File: src/rtl/la_stream_bridge.sv
// Bridge between the logic-analyzer toggle/ack host interface and a valid/ready core.
// Input and output words are buffered in small FIFOs, with occupancy and word counters.
module la_stream_bridge #(
  parameter int IN_W      = 12,
  parameter int OUT_W     = 24,
  parameter int IN_DEPTH  = 4,
  parameter int OUT_DEPTH = 8,
  parameter int CNT_W     = 16
) (
  input  logic                         wb_clk_i,
  input  logic                         wb_rst_i,
  input  logic [IN_W-1:0]              host_in_dat,
  input  logic                         host_in_tgl,
  output logic                         host_in_ack,
  output logic [OUT_W-1:0]             host_out_dat,
  output logic                         host_out_tgl,
  input  logic                         host_out_ack,
  input  logic                         flush,
  output logic [IN_W-1:0]              core_in_dat,
  output logic                         core_in_vld,
  input  logic                         core_in_rdy,
  input  logic [OUT_W-1:0]             core_out_dat,
  input  logic                         core_out_vld,
  output logic                         core_out_rdy,
  output logic [$clog2(IN_DEPTH):0]    in_level,
  output logic [$clog2(OUT_DEPTH):0]   out_level,
  output logic [CNT_W-1:0]             words_out
);

  localparam int IN_AW  = $clog2(IN_DEPTH);
  localparam int OUT_AW = $clog2(OUT_DEPTH);
  localparam logic [IN_AW:0]  IN_FULL  = (IN_AW+1)'(IN_DEPTH);
  localparam logic [OUT_AW:0] OUT_FULL = (OUT_AW+1)'(OUT_DEPTH);

  typedef enum logic {IDLE, PRESENT} state_t;

  state_t              state;
  logic [IN_W-1:0]     in_mem  [IN_DEPTH];
  logic [OUT_W-1:0]    out_mem [OUT_DEPTH];
  logic [IN_AW-1:0]    in_wr, in_rd;
  logic [OUT_AW-1:0]   out_wr, out_rd;
  logic                in_push, in_pop, out_push, out_pop, consume;

  // A full input FIFO leaves the host offer pending, even if the core pops this cycle.
  assign in_push      = (host_in_tgl != host_in_ack) && (in_level != IN_FULL);
  assign in_pop       = core_in_vld && core_in_rdy;
  assign core_in_vld  = (in_level != '0);
  assign core_in_dat  = in_mem[in_rd];

  assign core_out_rdy = !wb_rst_i && (out_level != OUT_FULL);
  assign out_push     = core_out_vld && core_out_rdy;
  assign out_pop      = (state == IDLE) && (out_level != '0) && !flush;
  assign consume      = (state == PRESENT) && (host_out_ack == host_out_tgl);

  always_ff @(posedge wb_clk_i or posedge wb_rst_i) begin
    if (wb_rst_i) begin
      in_wr       <= '0;
      in_rd       <= '0;
      in_level    <= '0;
      host_in_ack <= 1'b0;
      for (int i = 0; i < IN_DEPTH; i++) in_mem[i] <= '0;
    end else if (flush) begin
      in_wr       <= '0;
      in_rd       <= '0;
      in_level    <= '0;
      host_in_ack <= host_in_tgl;
    end else begin
      if (in_push) begin
        in_mem[in_wr] <= host_in_dat;
        in_wr         <= in_wr + 1'b1;
        host_in_ack   <= ~host_in_ack;
      end
      if (in_pop) in_rd <= in_rd + 1'b1;
      if (in_push && !in_pop)      in_level <= in_level + 1'b1;
      else if (!in_push && in_pop) in_level <= in_level - 1'b1;
    end
  end

  always_ff @(posedge wb_clk_i or posedge wb_rst_i) begin
    if (wb_rst_i) begin
      out_wr    <= '0;
      out_rd    <= '0;
      out_level <= '0;
      for (int i = 0; i < OUT_DEPTH; i++) out_mem[i] <= '0;
    end else if (flush) begin
      out_wr    <= '0;
      out_rd    <= '0;
      out_level <= '0;
    end else begin
      if (out_push) begin
        out_mem[out_wr] <= core_out_dat;
        out_wr          <= out_wr + 1'b1;
      end
      if (out_pop) out_rd <= out_rd + 1'b1;
      if (out_push && !out_pop)      out_level <= out_level + 1'b1;
      else if (!out_push && out_pop) out_level <= out_level - 1'b1;
    end
  end

  // Presentation FSM; flush leaves a presented word in place so the host can still take it.
  always_ff @(posedge wb_clk_i or posedge wb_rst_i) begin
    if (wb_rst_i) begin
      state        <= IDLE;
      host_out_tgl <= 1'b0;
      host_out_dat <= '0;
      words_out    <= '0;
    end else begin
      if (state == IDLE) begin
        if (out_pop) begin
          host_out_dat <= out_mem[out_rd];
          host_out_tgl <= ~host_out_tgl;
          state        <= PRESENT;
        end
      end else if (consume) begin
        state <= IDLE;
      end
      if (flush)        words_out <= consume ? CNT_W'(1) : '0;
      else if (consume) words_out <= words_out + 1'b1;
    end
  end

endmodule
File: config.mk
export PLATFORM = sky130hd
export DESIGN_NAME = la_stream_bridge
export DESIGN_NICKNAME = d
export VERILOG_FILES = /design/src/rtl/la_stream_bridge.sv
export SDC_FILE = /design/constraint.sdc
export NUM_CORES = 1
export LEC_CHECK = 0
export ABC_AREA = 1
export BUFFER_PORTS_ARGS = -buffer_cell sky130_fd_sc_hd__buf_2
export CORE_ASPECT_RATIO = 0.6
export CORE_MARGIN = 4
export CORE_UTILIZATION = 60
export CTS_CLUSTER_DIAMETER = 50
export CTS_CLUSTER_SIZE = 28
export DETAILED_ROUTE_END_ITERATION = 7
export PLACE_DENSITY_LB_ADDON = 0.1
export SYNTH_ARGS = -nofsm -noshare
export SYNTH_HDL_FRONTEND = slang
export SYNTH_SLANG_ARGS = --single-unit
File: constraint.sdc
create_clock -name wb_clk_i -period 12.6 [get_ports wb_clk_i]
set_clock_uncertainty 0.05 [all_clocks]
set_input_delay 2.52 -clock wb_clk_i [delete_from_list [all_inputs] [get_ports wb_clk_i]]
set_output_delay 2.52 -clock wb_clk_i [all_outputs]
set_load 0.005 [all_outputs]
== Word level (Yosys, flattened, before mapping) ==
Cells that the tools add are included.

* Register bits: 300
* Input bits: 43
* Output and inout bits: 63

* $add $sub $neg: 9
* $lt $le $gt $ge: 6
* Equality and inequality tests: 4
* Muxes and demuxes: 34
* Bitwise operators: 8
* Reductions and logical operators: 31

{| class="wikitable"
|+ Operators by type and width
! cell !! count
|-
| 192-bit bitwise mux || 1
|-
| 24-bit binary-select mux with 3-bit select || 1
|-
| 24-bit demux with 3-bit select || 1
|-
| 24-bit two-way mux || 3
|-
| 48-bit bitwise mux || 1
|-
| 12-bit two-way mux || 3
|-
| 16-bit two-way mux || 2
|-
| 12-bit binary-select mux with 2-bit select || 1
|-
| 12-bit demux with 2-bit select || 1
|-
| 3-bit two-way mux || 7
|-
| 16-bit by 1-bit adder with 16-bit output, second input constant || 1
|-
| 1-bit logical AND || 13
|-
| 4-bit two-way mux || 3
|-
| 2-bit nonzero test || 5
|-
| 3-bit by 1-bit adder with 3-bit output, second input constant || 3
|-
| 3-bit nonzero test || 3
|-
| 4-bit >= comparator, second input constant || 2
|-
| 2-bit two-way mux || 4
|-
| 3-bit NOT with 4-bit output || 2
|-
| 3-bit >= comparator, second input constant || 2
|-
| 1-bit logical NOT || 6
|-
| 1-bit two-way mux || 6
|-
| 2-bit NOT with 3-bit output || 2
|-
| 2-bit AND reduction || 3
|-
| other kinds (12) || 16
|}

== Logic depth before layout (Yosys ltp) ==
* Depth in word-level cells: 8
* Gate-level depth with buffers: 16
* Mapped depth without buffers: 16

== Least setup slack after synthesis ==
OpenSTA, ideal clock, no wires.

* Path type: input port to output port
* Start point: input port wb_rst_i
* End point: output port core_out_rdy
* Data arrival time: 9.330 ns
* Path slack: 0.700 ns
* Stages on the path: 3
* Cells stage by stage: inv_1 > nand2_1 > inv_1

* Word-level cells in the longest chain between the ends: 2

{| class="wikitable"
|+ RTL lines
! item !! line !! RTL
|-
| from (decl) || 11 || <nowiki>input logic wb_rst_i,</nowiki>
|-
| 1-bit logical NOT (no source line) || - ||
|-
| 1-bit logical AND || 50 || <nowiki>assign core_out_rdy = !wb_rst_i && (out_level != OUT_FULL);</nowiki>
|-
| to (decl) || 24 || <nowiki>output logic core_out_rdy,</nowiki>
|}

No other way between the ends.

== Final worst setup path ==
Same ends and word-level chain as after synthesis.

==> impl_metrics.csv <==
group,metric,value,unit
run_status,outcome,"completed",
routing,wire_per_inst,16.84,um
critical_path,worst_setup_path_start_kind,"primary input",
finish,drive_gt1_share,10.25,%
timing,hold_viol_final,0,
clock_network,hold_buffers,0,
routing,wl_met1,16130,um
clock_network,cts_resized,0,
yosys,syn_area_per_cell,8.424,um2
timing,layout_setup_ws,6664,ps
yosys,yosys.area.top_type_share,55.42,%
routing,met3_length,2393,um
finish,fill_cells,1857,
timing,layout_min_cycle_time,5936,ps
finish,area_growth,9.477,%
power,p_seq_share,45.4,%
finish,antenna_cells,0,
routing,drcViolationCount,0,
placement,gp_congestion,0.8252,
timing,fmax,0.1685,GHz
power,fin_total_pwr,2.964,mW
die,core,0.02212,mm2
global_route,grt_usage,26.42,%
finish,final_cells,1966,
clock_network,post_cts_buffers,0,
flow_run,max_cap_violations,0,
clock_network,cts_sinks,300,
clock_network,clkTransAtPathRegs,90,ps
power,p_leak,7.155,nW
yosys,synth_top_area_cell,"dfrtp_1",
placement,hpwl,19610,um
critical_path,crit_start,"wb_rst_i",
critical_path,end_kind,"output port",
yosys,synth_most_common_cell,"nand2_1",
power,peakVddDrop,0.1654,mV
yosys,ys_ff_latch,300,
global_route,grt_pass1_wl,55370,um
timing,worst_slew_pin_slew,1138,ps
critical_path,cp.required,10030,ps
critical_path,ff2ff_setup_slack,9830,ps
routing,firstDrtPassIters,5,
yosys,synth_edf_count,0,
timing,finalSetupTns,0,ps
hold_path,hold_path_class,"reg2reg",
timing,fin_crit_sh,47.11,%
placement,placedCellCount,1929,
placement,io_buffers,105,
routing,met2_length,14090,um
yosys,async_flop_share,100.0,%
timing,rsz0062_at_grt,"no",
clock_network,cts-root-buf,"clkbuf_16",
die,die_h,124.4,um
timing,setup_viol,0,
clock_network,cts_max_level,1,
routing,via_per_inst,5.676,
die,die_w,202.0,um
yosys,syn_nets,1662,
yosys,syn-cell-area,0.01355,mm2
timing,final_max_slew_viol_count,0,
finish,layout.nets,1698,
placement,dp_slack,6639,ps
critical_path,critPathArrivalTime,3370,ps
routing,top_layer_used,"met5",
die,die-area,0.02512,mm2
die,num_rows,42,
clock_network,insertion_delay,530,ps
clock_network,cts_tree,"done",
yosys,ys_warn_count,0,
yosys,seq_area_frac_synth,55.42,%
routing,drt_iter0_drc,1128,
yosys,ys_top_cells_by_area,"dfrtp_1 55%, o21ai_0 12%, nand2_1 11%, inv_1 3.4%, nor2_1 3.3%",
timing,hold_slack,431.1,ps
global_route,grt_max_degree,167,
clock_network,cts_buffers,21,
yosys,syn-instance-count,1608,
yosys,synth.distinct_cells,32,
yosys,yosys-top-cells-count,"382 x nand2_1, 327 x o21ai_0, 300 x dfrtp_1",
die,ioPinCount,106,
critical_path,crit_path_max_fanout,60,
global_route,first_global_vias,10270,
power,swShare,37.29,%
routing,ant_nets,0,
routing,num_vias,11160,
routing,drt-total-wl,33110,um
power,p_per_area,199.9,mW/mm2
timing,relSlewSlack,23.68,%
power,p_sw,1.105,mW
hold_path,min_from,"host_out_dat[9]$_DFFE_PP0P_",
global_route,antenna_found_initial,1,
critical_path,critPathKind,"in2out",
power,power.internal,1.859,mW
die,start_util,61.23,%
critical_path,reg2reg_from,"out_rd[1]$_DFFE_PP0P_",
global_route,grt-ovfl-total,0,
yosys,yosys_most_used_dff,"dfrtp_1",
clock_network,clockBufferDepth,3,
power,clock_power_share,24.9,%
power,pwr-share-comb,29.6,%
==> final cells by class <==
class	instances	area [um2]	area share [%]
Tap cell	308	385.4	2.599
Sequential cell	300	7512	50.66
Inverter	129	491.7	3.316
Clock buffer	22	539.3	3.637
Clock inverter	15	206.4	1.392
Multi-Input combinational cell	1080	5104	34.42
Timing Repair Buffer	112	590.6	3.982
==> flip-flops by register name, summed over array words and instances, names as in the netlist, 2 cells and up <==
| name | flops |
|---|---|
| in_level | 3 |
| host_out_dat | 24 |
| out_level | 4 |
| out_wr | 3 |
| words_out | 16 |
| out_mem | 192 |
| in_rd | 2 |
| in_mem | 48 |
| out_rd | 3 |
| in_wr | 2 |
==> per-layer routing <==
metal | up-vias | track usage (%)
met3 | 40 | 4.554
li1 | 5371 | -
met1 | 5383 | 42.60
met4 | 2 | 4.297
met2 | 363 | 38.37
met5 | - | 0
==> worst max-delay path, stage by stage <==
cell and delay, ps:
buf_2 130, inv_8 310, nand2_1 160, inv_1 90
buf_2 110
==> stage by stage <==
| step | area [um2] | util (%) |
|---|---|---|
| after floorplan | 13550 | - |
| after global placement | 14080 | 63.66 |
| after detailed placement | 14080 | 63.66 |
| after CTS | 14830 | 67.03 |
| after global routing | 14830 | 67.03 |
| final | 14830 | 67.03 |
==> kinds of logic after synthesis <==
| family | Yosys count | share of synthesized area, % |
|---|---|---|
| adder cells (fa/ha/maj) | 11 | 1.127 |
| AO/OA/AOI/OAI | 494 | 19.27 |
| buffers and inverters | 228 | 6.900 |
| flip-flops | 300 | 55.42 |
| XOR/XNOR | 5 | 0.3234 |
| multiplexers | 1 | 0.07390 |
| AND/OR/NAND/NOR | 569 | 16.89 |
==> power groups by stage <==
stage	sequential (mW)	combinational (mW)	clock, mW
final	1.35	0.879	0.739
after global routing	1.37	1.01	0.797
after CTS	1.34	0.881	0.756
after detailed placement	1.36	0.875	0
after global placement	1.35	0.847	0
after floorplan	1.30	0.651	0
==> final timing paths <==
path	endpoint	depth (start not counted)
setup / recovery	core_out_rdy	5
min in group asynchronous	in_mem[39]$_DFFE_PP0P_	2
hold / removal	host_out_dat[9]$_DFFE_PP0P_	2
setup reg to reg	host_out_dat[19]$_DFFE_PP0P_	7
max in group asynchronous	out_rd[0]$_DFFE_PP0P_	3
hold reg to reg	host_out_dat[9]$_DFFE_PP0P_	2
==> cells in the final DEF (no fill, tap or decap), types with 6 or more instances in the layout <==
cell type | netlist | routed
a21oi_1 | 57 | 57
buf_2 | 33 | 105
buf_4 | 2 | 6
clkbuf_16 | 0 | 21
dfrtp_1 | 300 | 298
ha_1 | 9 | 9
inv_1 | 123 | 122
nand2_1 | 382 | 382
nand2_2 | 7 | 7
nand3_1 | 46 | 46
nand4_1 | 7 | 7
nor2_1 | 118 | 118
o211ai_1 | 48 | 48
o21ai_0 | 327 | 327
o21ai_1 | 49 | 49
o22ai_1 | 12 | 12
(Power assumes the default switching activity.)
